### config.mk
export PLATFORM = sky130hd
export DESIGN_NAME = mdy_shift_reg_p_flat
export DESIGN_NICKNAME = d
export VERILOG_FILES = /design/src/rtl/mdy_shift_reg_p_pkg.sv /design/src/rtl/mdy_shift_reg_p_if.sv /design/src/rtl/mdy_shift_reg_p_ctl.sv /design/src/rtl/mdy_shift_reg_p.sv /design/src/flat_wrapper.sv
export SDC_FILE = /design/constraint.sdc
export NUM_CORES = 1
export LEC_CHECK = 0
export ABC_AREA = 1
export CAP_MARGIN = 0
export CORE_AREA = 2 2 165 199
export CTS_BUF_LIST = sky130_fd_sc_hd__clkbuf_4
export CTS_CLUSTER_DIAMETER = 40
export CTS_CLUSTER_SIZE = 24
export DETAILED_ROUTE_END_ITERATION = 10
export DIE_AREA = 0 0 167 201
export PLACE_DENSITY = 0.72
export SETUP_SLACK_MARGIN = 0.3
export SYNTH_ARGS = -nofsm -noshare
export SYNTH_HDL_FRONTEND = slang
export SYNTH_SLANG_ARGS = --single-unit
export TNS_END_PERCENT = 10
### constraint.sdc
create_clock -name clk -period 4.3 [get_ports clk]
set_clock_uncertainty 0.15 [all_clocks]
set_input_delay 0.86 -clock clk [delete_from_list [all_inputs] [get_ports clk]]
set_output_delay 0.86 -clock clk [all_outputs]
set_load 0.05 [all_outputs]
### src/rtl/mdy_shift_reg_p_pkg.sv
// Shared definitions for the modular-division operand register: command
// op-codes, controller states and op-class helpers.
package mdy_shift_reg_p_pkg;

   localparam logic [2:0] OP_NOP  = 3'd0;
   localparam logic [2:0] OP_LDW  = 3'd1;
   localparam logic [2:0] OP_SHR  = 3'd2;
   localparam logic [2:0] OP_SHL  = 3'd3;
   localparam logic [2:0] OP_SET1 = 3'd4;
   localparam logic [2:0] OP_CLR  = 3'd5;
   localparam logic [2:0] OP_ROTW = 3'd6;

   typedef enum logic {
      IDLE  = 1'b0,
      SHIFT = 1'b1
   } state_t;

   // Ops that complete in the accept cycle regardless of operands.
   function automatic logic is_single(input logic [2:0] op);
      return (op == OP_LDW) || (op == OP_ROTW) || (op == OP_SET1) || (op == OP_CLR);
   endfunction

   function automatic logic is_shift(input logic [2:0] op);
      return (op == OP_SHR) || (op == OP_SHL);
   endfunction

endpackage

### src/rtl/mdy_shift_reg_p_if.sv
// Command port and status bundle of the operand register; the controller
// side is the master, the register is the slave.
interface mdy_shift_reg_p_if #(
   parameter int W     = 16,
   parameter int CNT_W = 9
);
   logic             cmd_valid;
   logic             cmd_ready;
   logic [2:0]       cmd_op;
   logic [CNT_W-1:0] cmd_cnt;
   logic [W-1:0]     word_in;
   logic             ser_in;
   logic [W-1:0]     word_out;
   logic             lsb_out;
   logic             msb_out;
   logic             busy;
   logic             done;
   logic             is_zero;
   logic             is_one;

   modport master (
      output cmd_valid, cmd_op, cmd_cnt, word_in, ser_in,
      input  cmd_ready, word_out, lsb_out, msb_out, busy, done, is_zero, is_one
   );

   modport slave (
      input  cmd_valid, cmd_op, cmd_cnt, word_in, ser_in,
      output cmd_ready, word_out, lsb_out, msb_out, busy, done, is_zero, is_one
   );
endinterface

### src/rtl/mdy_shift_reg_p_ctl.sv
// Command sequencer: accepts commands, runs the shift down-counter and
// produces busy/done/ready plus the per-edge shift enable and direction.
module mdy_shift_reg_p_ctl
   import mdy_shift_reg_p_pkg::*;
#(
   parameter int CNT_W = 9
) (
   input  logic             clk,
   input  logic             rst_n,
   input  logic             cmd_valid,
   input  logic [2:0]       cmd_op,
   input  logic [CNT_W-1:0] cmd_cnt,
   output logic             cmd_ready,
   output logic             busy,
   output logic             done,
   output logic             shift_en,
   output logic             shift_left
);

   state_t           state_reg;
   logic [CNT_W-1:0] cnt_reg;
   logic             busy_reg;
   logic             done_reg;
   logic             left_reg;
   logic             accept;

   assign accept = cmd_valid && !busy_reg;

   always_ff @(posedge clk or negedge rst_n) begin
      if (!rst_n) begin
         state_reg <= IDLE;
         cnt_reg   <= '0;
         busy_reg  <= 1'b0;
         done_reg  <= 1'b0;
         left_reg  <= 1'b0;
      end else begin
         done_reg <= 1'b0;
         case (state_reg)
            IDLE: begin
               if (accept) begin
                  if (is_single(cmd_op)) begin
                     done_reg <= 1'b1;
                  end else if (is_shift(cmd_op)) begin
                     // A zero-distance shift completes like a single-cycle op.
                     if (cmd_cnt == '0) begin
                        done_reg <= 1'b1;
                     end else begin
                        state_reg <= SHIFT;
                        busy_reg  <= 1'b1;
                        cnt_reg   <= cmd_cnt;
                        left_reg  <= (cmd_op == OP_SHL);
                     end
                  end
               end
            end
            SHIFT: begin
               cnt_reg <= cnt_reg - CNT_W'(1);
               if (cnt_reg == CNT_W'(1)) begin
                  state_reg <= IDLE;
                  busy_reg  <= 1'b0;
                  done_reg  <= 1'b1;
               end
            end
            default: state_reg <= IDLE;
         endcase
      end
   end

   assign cmd_ready  = !busy_reg;
   assign busy       = busy_reg;
   assign done       = done_reg;
   assign shift_en   = (state_reg == SHIFT);
   assign shift_left = left_reg;

endmodule

### src/rtl/mdy_shift_reg_p.sv
// W*N_WORDS-bit operand register with word-serial load, word rotate and
// multi-bit serial-fill shifts driven through a valid/ready command port.
module mdy_shift_reg_p
   import mdy_shift_reg_p_pkg::*;
#(
   parameter int W       = 16,
   parameter int N_WORDS = 16,
   parameter int CNT_W   = 9
) (
   input  logic              clk,
   input  logic              rst_n,
   mdy_shift_reg_p_if.slave  bus
);

   localparam int TOT = W * N_WORDS;

   logic [TOT-1:0] r_reg;
   logic [TOT-1:0] r_next;
   logic           cmd_ready;
   logic           busy;
   logic           done;
   logic           shift_en;
   logic           shift_left;
   logic           accept;

   mdy_shift_reg_p_ctl #(
      .CNT_W (CNT_W)
   ) u_ctl (
      .clk        (clk),
      .rst_n      (rst_n),
      .cmd_valid  (bus.cmd_valid),
      .cmd_op     (bus.cmd_op),
      .cmd_cnt    (bus.cmd_cnt),
      .cmd_ready  (cmd_ready),
      .busy       (busy),
      .done       (done),
      .shift_en   (shift_en),
      .shift_left (shift_left)
   );

   assign accept = bus.cmd_valid && cmd_ready;

   // A running shift owns the register; new commands only land while idle.
   always_comb begin
      r_next = r_reg;
      if (shift_en) begin
         if (shift_left) begin
            r_next = {r_reg[TOT-2:0], bus.ser_in};
         end else begin
            r_next = {bus.ser_in, r_reg[TOT-1:1]};
         end
      end else if (accept) begin
         case (bus.cmd_op)
            OP_LDW:  r_next = {bus.word_in, r_reg[TOT-1:W]};
            OP_ROTW: r_next = {r_reg[W-1:0], r_reg[TOT-1:W]};
            OP_SET1: r_next = TOT'(1);
            OP_CLR:  r_next = '0;
            default: r_next = r_reg;
         endcase
      end
   end

   always_ff @(posedge clk or negedge rst_n) begin
      if (!rst_n) begin
         r_reg <= '0;
      end else begin
         r_reg <= r_next;
      end
   end

   assign bus.cmd_ready = cmd_ready;
   assign bus.busy      = busy;
   assign bus.done      = done;
   assign bus.word_out  = r_reg[W-1:0];
   assign bus.lsb_out   = r_reg[0];
   assign bus.msb_out   = r_reg[TOT-1];
   assign bus.is_zero   = (r_reg == '0);
   assign bus.is_one    = (r_reg == TOT'(1));

endmodule

### src/flat_wrapper.sv
// flat-port wrapper written by rule: the top's interface ports become plain ports
module mdy_shift_reg_p_flat import mdy_shift_reg_p_pkg::*;
#(
   parameter int W       = 16,
   parameter int N_WORDS = 16,
   parameter int CNT_W   = 9
)
  (clk, rst_n, bus_cmd_valid, bus_cmd_op, bus_cmd_cnt, bus_word_in, bus_ser_in, bus_cmd_ready, bus_word_out, bus_lsb_out, bus_msb_out, bus_busy, bus_done, bus_is_zero, bus_is_one);
  mdy_shift_reg_p_if #(.W(W), .CNT_W(CNT_W)) bus_i ();
  input  logic clk;
  input  logic rst_n;
  input wire logic [$bits(bus_i.cmd_valid)-1:0] bus_cmd_valid;
  input wire logic [$bits(bus_i.cmd_op)-1:0] bus_cmd_op;
  input wire logic [$bits(bus_i.cmd_cnt)-1:0] bus_cmd_cnt;
  input wire logic [$bits(bus_i.word_in)-1:0] bus_word_in;
  input wire logic [$bits(bus_i.ser_in)-1:0] bus_ser_in;
  output wire logic [$bits(bus_i.cmd_ready)-1:0] bus_cmd_ready;
  output wire logic [$bits(bus_i.word_out)-1:0] bus_word_out;
  output wire logic [$bits(bus_i.lsb_out)-1:0] bus_lsb_out;
  output wire logic [$bits(bus_i.msb_out)-1:0] bus_msb_out;
  output wire logic [$bits(bus_i.busy)-1:0] bus_busy;
  output wire logic [$bits(bus_i.done)-1:0] bus_done;
  output wire logic [$bits(bus_i.is_zero)-1:0] bus_is_zero;
  output wire logic [$bits(bus_i.is_one)-1:0] bus_is_one;
  assign bus_i.cmd_valid = bus_cmd_valid;
  assign bus_i.cmd_op = bus_cmd_op;
  assign bus_i.cmd_cnt = bus_cmd_cnt;
  assign bus_i.word_in = bus_word_in;
  assign bus_i.ser_in = bus_ser_in;
  assign bus_cmd_ready = bus_i.cmd_ready;
  assign bus_word_out = bus_i.word_out;
  assign bus_lsb_out = bus_i.lsb_out;
  assign bus_msb_out = bus_i.msb_out;
  assign bus_busy = bus_i.busy;
  assign bus_done = bus_i.done;
  assign bus_is_zero = bus_i.is_zero;
  assign bus_is_one = bus_i.is_one;
  mdy_shift_reg_p #(.W(W), .N_WORDS(N_WORDS), .CNT_W(CNT_W)) u_core (.clk(clk), .rst_n(rst_n), .bus(bus_i));
endmodule
==> flow_metrics.py, run 1 <==
metrics = {
    "status": {
        "status": "finished, final reports clean",
    },
    "routing": {
        "ant_nets": 0,
        "top_layer": "met4",
        "vias_per_cell": 5.97,
        "wl_met2_um": 22300,
        "drt_iter0_markers": 1797,
        "firstDrtPassIters": 6,
        "routed-wl-met3_um": 2400,
        "drt-total-wl_um": 46600,
        "vias": 16530,
        "drc": 0,
        "wl_per_cell_um": 16.8,
        "drt-met1-wl_um": 20700,
    },
    "timing": {
        "tns_ps": 0,
        "worst_slack_ps": 423,
        "fin_crit_sh": 0.902,
        "rsz0062_at_grt": "true",
        "fin_crit_ps": 3880,
        "fmax_mhz": 258,
        "max_slew.worst_pin.slew_ps": 1260,
        "hold_viol": 0,
        "setup_viol": 0,
        "maxSlewHeadroom": 0.162,
        "slew_viol_final": 0,
    },
    "clock_tree": {
        "clkLatencyLatePin_ps": 740,
        "cts_buffers": 43,
        "h-tree-depth": 2,
        "clkTransAtPathRegs_ps": 120,
        "tritoncts": "built",
        "cts.path.max_buffers": 3,
        "cts.sinks": 269,
        "cts_root_buf": "clkbuf_4",
    },
    "grt": {
        "grtUsageTotal": 0.276,
        "first_global_vias": 15440,
        "grt_max_degree": 130,
        "grt_pass1_wl_um": 79000,
        "antenna_found_initial": 1,
        "grt.overflow.total": 0,
    },
    "setup_path": {
        "path_buf_inv": 2,
        "r2r_start": "u_core.u_ctl.shift_en",
        "critical_path_required_ps": 3290,
        "critPathTopFamily": "simple AND/OR/NAND/NOR gates",
        "cp-startpoint": "u_core.r_reg[15]",
        "worst-setup-path-type": "reg -> out",
        "path_cells": "inv_1 > nand2_1 > nor2_1 > nand2_1 > nor2_1 > nand2_1 > nor2_1 > nand2_1 > nor2_1 > dlygate4sd2_1",
        "cpMaxStageDelayCell": "dlygate4sd2_1",
        "arrival_ps": 2870,
        "crit_path_max_fanout": 4,
        "cp-end-kind": "output port",
        "critPathLaunchType": "register",
        "cp_slowest_stage_delay_ps": 540,
    },
    "logic_synthesis": {
        "ys_seq_elements": 269,
        "synth_fp_nets": 2451,
        "netlist_area_um2": 17100,
        "ys_types": 24,
        "avgSynthCellArea_um2": 7.10,
        "synth_seq_area_share": 0.393,
        "yosys_warnings": 0,
        "synthCells": 2417,
    },
    "finish": {
        "largest_reg_flops": 256,
        "layout.nets": 2362,
        "num-fill-cells": 3021,
        "areaGrowthSynthToFinish_pct": 5.93,
        "final_area_um2": 18200,
        "drive_gt1_frac": 0.0491,
    },
    "place": {
        "dp_hpwl_um": 29200,
        "gp_congestion": 0.870,
        "place_area_um2": 17500,
        "port_buffers": 54,
        "place_ws_ps": 834,
    },
    "die": {
        "die_y_um": 201,
        "core_um2": 31800,
        "dieArea_um2": 33600,
        "die_w_um": 167,
        "num_rows": 72,
        "io_pins": 55,
        "start_util": 0.539,
    },
    "job": {
        "maxCapViolCount": 0,
    },
    "power_and_ir_drop": {
        "power_density_nw_per_um2": 261,
        "ir_drop_mv": 0.209,
        "power.leakage_nw": 9.09,
    },
    "min_path": {
        "hold_class": "reg -> reg",
        "hp-start": "u_core.u_ctl.cnt_reg[6]",
    },
}
-- layout make-up --
class	instances	area, um^2	share of cell area
multi-input combinational	1641	8220	0.453
sequential	269	6740	0.371
inverter	289	1100	0.0605
timing repair buffer	84	950	0.0523
tap	407	509	0.0280
clock buffer	46	345	0.0190
clock inverter	33	299	0.0165
antenna	1	2.50	0.000138
-- cell usage in the layout, fill, tap and decap left out, types with 17 or more instances in the layout --
cell type / Yosys / final
nand2_1: 387 / 387
o21ai_0: 301 / 301
inv_1: 288 / 287
dfrtp_1: 269 / 267
a21oi_1: 257 / 257
o31ai_1: 239 / 239
o21ai_1: 226 / 226
nor2_1: 161 / 160
clkdlybuf4s50_1: 0 / 51
clkbuf_4: 0 / 46
nand4_1: 27 / 27
nand3_1: 17 / 17
-- cells by family (layout without fill, tap and decap cells) --
logic type	after synthesis	in the layout	share of synthesized area
compound gates	1042	1042	0.341
simple gates	597	597	0.136
flops	269	269	0.393
fa+ha+maj	2	2	0.00146
buf+inv	507	452	0.128
other cells	0	1	0
-- routing by layer --
layer  vias up  global-route usage
li1       8073                   -
met1      7871               0.391
met2       496               0.444
met3        90              0.0367
met4         0              0.0825
met5         -                   0
-- synth_stat cells --
cell type  instances  area [um^2]
or2_1              1         6.26
nand3_1           17         85.1
o21ai_1          226         1130
o22ai_1           16          100
buf_1             20         75.1
o21ai_2            1         8.76
ha_1               2         25.0
nor2_1           161          604
a21oi_4            1         16.3
buf_2             60          300
a21oi_1          257         1290
o31ai_1          239         1790
inv_2              1         3.75
buf_6             14          158
buf_4             32          240
o211ai_1           1         7.51
o21ai_0          301         1510
dfrtp_1          269         6730
nand4_1           27          169
or2_2              1         6.26
inv_1            288         1080
nor3_1             3         15.0
nand2_1          387         1450
clkbuf_1          92          345
-- worst register-to-register path: stages (launching register included) --
cell and delay, ps:
dfrtp_4 750, buf_4 1010, o31ai_1 330, nand2_1 120
o21ai_1 70
-- repair_timing --
| action | 4_1_cts | 5_1_grt |
|---|---|---|
| hold buffers | 1 | 0 |
| setup endpoints to repair | 2 | 2 |
| setup buffers | 0 | 0 |
| hold endpoints to repair | 69 | 0 |
| gates resized for setup | 1 | 1 |
-- worst paths after layout --
check / end / slack [ps] / cells past startpoint
setup / recovery: bus_is_one / 420 / 10
hold / removal: u_core.u_ctl.cnt_reg[6] / 430 / 2
setup reg to reg: u_core.r_reg[112] / 1720 / 4
hold reg to reg: u_core.u_ctl.cnt_reg[6] / 430 / 2
max in group asynchronous: u_core.r_reg[51] / 2490 / 3
min in group asynchronous: u_core.r_reg[42] / 540 / 2
-- metrics by stage --
stage                     std cells  hold slack (ps)   util  power, mW
after detailed placement       2689              411  0.551       2.86
after global placement         2689              405  0.551       2.86
after floorplan                2417              372      -       2.73
after global routing           2770              463  0.571       4.91
final                          2770              434  0.571       4.73
after CTS                      2769              438  0.571       4.77
-- power by group --
group | switching, mW | internal (mW) | total (mW) | leakage (nW)
combinational | 0.172 | 0.0725 | 0.244 | 6.21
clock | 1.19 | 0.731 | 1.92 | 0.354
sequential | 0.0145 | 2.55 | 2.57 | 2.52
No activity file was read; power rests on OpenSTA's default activity.
==> run 2: changes to the inputs <==
--- a/config.mk
+++ b/config.mk
@@ -7,13 +7,13 @@
 export LEC_CHECK = 0
 export ABC_AREA = 1
 export CAP_MARGIN = 0
-export CORE_AREA = 2 2 165 199
+export CORE_AREA = 2 2 173 208
 export CTS_BUF_LIST = sky130_fd_sc_hd__clkbuf_4
 export CTS_CLUSTER_DIAMETER = 40
 export CTS_CLUSTER_SIZE = 24
 export DETAILED_ROUTE_END_ITERATION = 10
-export DIE_AREA = 0 0 167 201
-export PLACE_DENSITY = 0.72
+export DIE_AREA = 0 0 175 210
+export PLACE_DENSITY = 0.66
 export SETUP_SLACK_MARGIN = 0.3
 export SYNTH_ARGS = -nofsm -noshare
 export SYNTH_HDL_FRONTEND = slang
==> flow_metrics.py, run 2 (synthesized netlist as in run 1, its figures left out) <==
metrics = {
    "status": {
        "status": "finished, final reports clean",
    },
    "clock_tree": {
        "cts_hold_buf": 0,
        "cts.path.max_buffers": 3,
        "tritoncts": "built",
        "cts_buffers": 45,
        "cts_root_buf": "clkbuf_4",
        "cts.sinks": 269,
        "h-tree-depth": 2,
        "clkTransAtPathRegs_ps": 130,
        "clkLatencyLatePin_ps": 780,
    },
    "timing": {
        "slew_viol_final": 0,
        "max_slew.worst_pin.slew_ps": 1170,
        "maxSlewHeadroom": 0.221,
        "fmax_mhz": 254,
        "fin_crit_sh": 0.916,
        "setup_viol": 0,
        "hold_viol": 0,
        "tns_ps": 0,
        "fin_crit_ps": 3940,
        "rsz0062_at_grt": "true",
        "holdWs_ps": 22.9,
    },
    "finish": {
        "fin_util": 0.528,
        "final_cell_mix": "nand2_1 (387), o21ai_0 (301), inv_1 (287)",
        "drive_gt1_frac": 0.0508,
        "layout_commonest_cell": "nand2_1",
        "layout.nets": 2362,
        "largest_reg_flops": 256,
        "areaGrowthSynthToFinish_pct": 7.17,
    },
    "routing": {
        "ant_nets": 0,
        "vias_per_cell": 5.81,
        "drc": 0,
        "firstDrtPassIters": 7,
        "drt-total-wl_um": 48300,
        "wl_per_cell_um": 17.1,
        "vias": 16419,
        "drt_iter0_markers": 1745,
    },
    "power_and_ir_drop": {
        "power.leakage_nw": 9.13,
        "power_density_nw_per_um2": 278,
        "ir_drop_mv": 0.197,
    },
    "setup_path": {
        "cpMaxStageDelayCell": "clkdlybuf4s15_1",
        "worst-setup-path-type": "reg -> out",
        "critPathLaunchType": "register",
        "path_cells": "inv_1 > nand2_1 > nor2_1 > nand2_1 > nor2_1 > nand2_1 > nor2_1 > nand2_1 > nor2_1 > clkdlybuf4s15_1",
        "cp_slowest_stage_delay_ps": 550,
        "arrival_ps": 2930,
        "critical_path_required_ps": 3290,
        "crit_path_max_fanout": 4,
        "cp-end-kind": "output port",
    },
    "grt": {
        "grtUsageTotal": 0.262,
        "antenna_found_initial": 2,
        "grt_use_met3": 0.0326,
        "grt_pass1_wl_um": 80800,
        "grt_max_degree": 240,
        "first_global_vias": 15551,
        "grtUsageMet1": 0.365,
        "grt-busiest-layer": "met2",
        "grt.overflow.total": 0,
        "gr-usage-met2": 0.431,
    },
    "min_path": {
        "hold_class": "in -> async",
    },
    "place": {
        "port_buffers": 54,
        "dp_hpwl_um": 29600,
        "gp_congestion": 0.843,
    },
    "die": {
        "dieArea_um2": 36800,
        "die_w_um": 175,
        "num_rows": 75,
        "start_util": 0.493,
        "die_y_um": 210,
        "io_pins": 55,
        "core_um2": 34800,
    },
    "job": {
        "maxCapViolCount": 0,
    },
}
run 2: cell count changes in the layout (fill, tap and decap cells not counted), sizes merged, moves of 2 or more:
cell | previous run | this run
bufinv | 2 | 8
clkinv | 13 | 11
clkinvlp | 4 | 8
inv | 303 | 299
run 2: layout make-up:
class                   count  area, um^2
fillers                  3476       16400
clock inverters            37         452
flip-flops and latches    269        6740
multi-input cells        1641        8220
diodes                      2        5.00
well taps                 462         578
inverters                 289        1100
clock buffers              46         345
repair buffers             82         938
run 2: layer usage:
| layer | part of all wire | routed length, um |
|---|---|---|
| met3 | 0.042 | 2030 |
| met1 | 0.45 | 21900 |
| met2 | 0.48 | 23200 |
| met4 | 0.023 | 1110 |
| met5 | 0 | 0 |
run 2: worst max-delay path, delay by kind of cell, from the launching register on:
family | cells | cell delay (ps)
and+or+nand+nor | 8 | 1040
buffers and inverters | 2 | 680
DFF | 1 | 410
run 2: final timing paths:
kind / startpoint / to / slack [ps] / cells past startpoint
min in group clk: u_core.r_reg[174] / u_core.r_reg[174] / 440 / 2
max in group asynchronous: rst_n / u_core.r_reg[227] / 3080 / 2
worst max register to register: u_core.u_ctl.shift_en / u_core.r_reg[153] / 1740 / 7
worst min register to register: u_core.r_reg[174] / u_core.r_reg[174] / 440 / 2
worst min-delay path: rst_n / u_core.r_reg[49] / 20 / 1
worst max-delay path: u_core.r_reg[251] / bus_is_zero / 360 / 10
run 2: per-stage QoR:
step | cell area (um^2) | power, mW | setup WS [ps] | instances
2_1_floorplan | 17100 | 2.73 | 1440 | 2417
3_3_place_gp | 17600 | 2.87 | 895 | 2743
3_5_place_dp | 17600 | 2.87 | 872 | 2743
4_1_cts | 18400 | 5.16 | 297 | 2826
5_1_grt | 18400 | 5.29 | 189 | 2828
6_report | 18400 | 5.11 | 360 | 2828
run 2: power by group:
group          leakage, nW  internal (mW)  switching, mW
registers             2.52           2.55         0.0148
clock network        0.415           1.08           1.21
logic                 6.19         0.0744          0.175
total                 9.13           3.71           1.40
run 2: what timing repair did:
action,4_1_cts,5_1_grt
endpoints found under the hold margin,0,0
resized for setup,3,2
pin swaps,0,0
endpoints found under the setup margin,2,2
buffers inserted,0,0
==> run 3: changes to the inputs <==
--- a/config.mk
+++ b/config.mk
@@ -6,7 +6,7 @@
 export NUM_CORES = 1
 export LEC_CHECK = 0
 export ABC_AREA = 1
-export CAP_MARGIN = 0
+export CAP_MARGIN = 40
 export CORE_AREA = 2 2 173 208
 export CTS_BUF_LIST = sky130_fd_sc_hd__clkbuf_4
 export CTS_CLUSTER_DIAMETER = 40
@@ -14,7 +14,6 @@
 export DETAILED_ROUTE_END_ITERATION = 10
 export DIE_AREA = 0 0 175 210
 export PLACE_DENSITY = 0.66
-export SETUP_SLACK_MARGIN = 0.3
 export SYNTH_ARGS = -nofsm -noshare
 export SYNTH_HDL_FRONTEND = slang
 export SYNTH_SLANG_ARGS = --single-unit
==> constraint.sdc (replaced) <==
create_clock -name clk -period 4.3 [get_ports clk]
set_clock_uncertainty 0.15 [all_clocks]
set_input_delay 0.645 -clock clk [delete_from_list [all_inputs] [get_ports clk]]
set_output_delay 0.645 -clock clk [all_outputs]
set_load 0.05 [all_outputs]
==> flow_metrics.py, run 3 (synthesized netlist as in run 1, its figures left out) <==
metrics = {
    "status": {
        "status": "finished, final reports clean",
    },
    "timing": {
        "setup_viol": 0,
        "maxSlewHeadroom": 0.401,
        "fin_crit_sh": 0.920,
        "slew_viol_final": 0,
        "max_slew.worst_pin.slew_ps": 899,
        "holdWs_ps": 400,
        "tns_ps": 0,
        "hold_viol": 0,
        "fin_crit_ps": 3960,
        "fmax_mhz": 253,
        "rsz0062_at_grt": "false",
    },
    "routing": {
        "drt_iter0_markers": 1605,
        "ant_nets": 0,
        "firstDrtPassIters": 6,
        "wl_per_cell_um": 16.9,
        "drt-total-wl_um": 47600,
        "vias": 16306,
        "vias_per_cell": 5.77,
        "drc": 0,
    },
    "power_and_ir_drop": {
        "power_density_nw_per_um2": 258,
        "ir_drop_mv": 0.208,
        "fin_total_pwr_mw": 4.73,
        "power.leakage_nw": 9.06,
    },
    "min_path": {
        "hold_class": "in -> async",
    },
    "grt": {
        "grtUsageTotal": 0.260,
        "grt.overflow.total": 0,
        "antenna_found_initial": 2,
        "first_global_vias": 15473,
        "grt_max_degree": 153,
        "grt_pass1_wl_um": 79700,
    },
    "die": {
        "io_pins": 55,
        "die_y_um": 210,
        "start_util": 0.493,
        "dieArea_um2": 36800,
        "core_um2": 34800,
        "die_w_um": 175,
        "num_rows": 75,
    },
    "finish": {
        "layout_commonest_cell": "nand2_1",
        "num-fill-cells": 3446,
        "largest_reg_flops": 256,
        "areaGrowthSynthToFinish_pct": 6.62,
        "final_cell_mix": "nand2_1 (387), o21ai_0 (301), inv_1 (287)",
        "final_area_um2": 18300,
        "drive_gt1_frac": 0.0474,
        "layout.nets": 2362,
    },
    "clock_tree": {
        "h-tree-depth": 2,
        "tritoncts": "built",
        "cts_buffers": 43,
        "cts.sinks": 269,
        "cts_root_buf": "clkbuf_4",
        "postCtsSetupRepairBufs": 0,
        "cts.path.max_buffers": 3,
        "clkLatencyLatePin_ps": 740,
        "clkTransAtPathRegs_ps": 120,
    },
    "place": {
        "port_buffers": 54,
        "dp_hpwl_um": 30200,
        "place_area_um2": 17600,
        "gp_congestion": 0.817,
    },
    "setup_path": {
        "worst-setup-path-type": "reg -> out",
        "critPathLaunchType": "register",
        "cp-end-kind": "output port",
        "crit_path_max_fanout": 5,
        "arrival_ps": 3160,
        "r2r_slack_ps": 1540,
        "r2r_start": "u_core.u_ctl.shift_en",
        "rr_worst_depth": 7,
        "worstReg2RegEnd": "u_core.r_reg[171]",
        "critical_path_required_ps": 3500,
    },
    "job": {
        "maxCapViolCount": 0,
    },
}
-- run 3: changes by cell type in the layout (fill, tap and decap cells not counted), moves of 2 or more --
cell and delta:
bufinv_16 -5, inv_6 -5, clkinv_1 +3, clkinvlp_4 +3, buf_16 +2, clkdlybuf4s50_1 +2
inv_8 +2
-- run 3: area by class of cell --
type	count	area, um^2	area share
Multi-Input combinational cell	1641	8220	0.450
Antenna cell	1	2.50	0.000137
Clock inverter	33	305	0.0167
Timing Repair Buffer	84	1000	0.0547
Sequential cell	269	6740	0.369
Inverter	289	1100	0.0601
Tap cell	462	578	0.0316
Clock buffer	45	338	0.0185
-- run 3: worst max path at each step --
stage | from | end | slack [ps] | cells past startpoint
after global routing | u_core.r_reg[233] | bus_is_zero | 220 | 10
final | u_core.r_reg[2] | bus_is_one | 340 | 10
after floorplan | u_core.r_reg[255] | bus_is_one | 1660 | 9
after global placement | bus_cmd_op[1] | u_core.r_reg[201] | 1150 | 7
after CTS | u_core.r_reg[2] | bus_is_one | 340 | 10
after detailed placement | bus_cmd_op[1] | u_core.r_reg[201] | 1080 | 7
-- run 3: metal layers --
metal	up-vias	routed length, um	GRT usage
met5	-	13	0
met4	2	1260	0.0805
met3	93	2210	0.0359
met2	437	22500	0.424
met1	7715	21600	0.360
li1	8059	-	-
-- run 3: metrics by stage --
step	instances	utilization	worst slack [ps]
global placement	2742	0.505	1150
detailed placement	2744	0.506	1080
CTS	2823	0.525	337
global route	2824	0.525	222
floorplan	2417	-	1660
finish	2824	0.525	342
-- run 3: report_power, final --
part | internal, mW | switching, mW
clock | 0.760 | 1.15
combinational | 0.0768 | 0.173
sequential | 2.55 | 0.0149
-- run 3: repair_timing --
item,in CTS,in global routing
gates resized for setup,0,0
hold endpoints to repair,267,0
hold buffers,1,0
-- run 3: worst max-delay path, stage by stage, from the launching register on --
cell and delay, ps:
dfrtp_1 450, nor2_1 160, nand2_1 60, nor2_1 120, nand2_1 70, nor2_1 150
nand2_1 80, nor2_1 230, nand2_1 90, nor2_1 160, clkdlybuf4s50_1 830
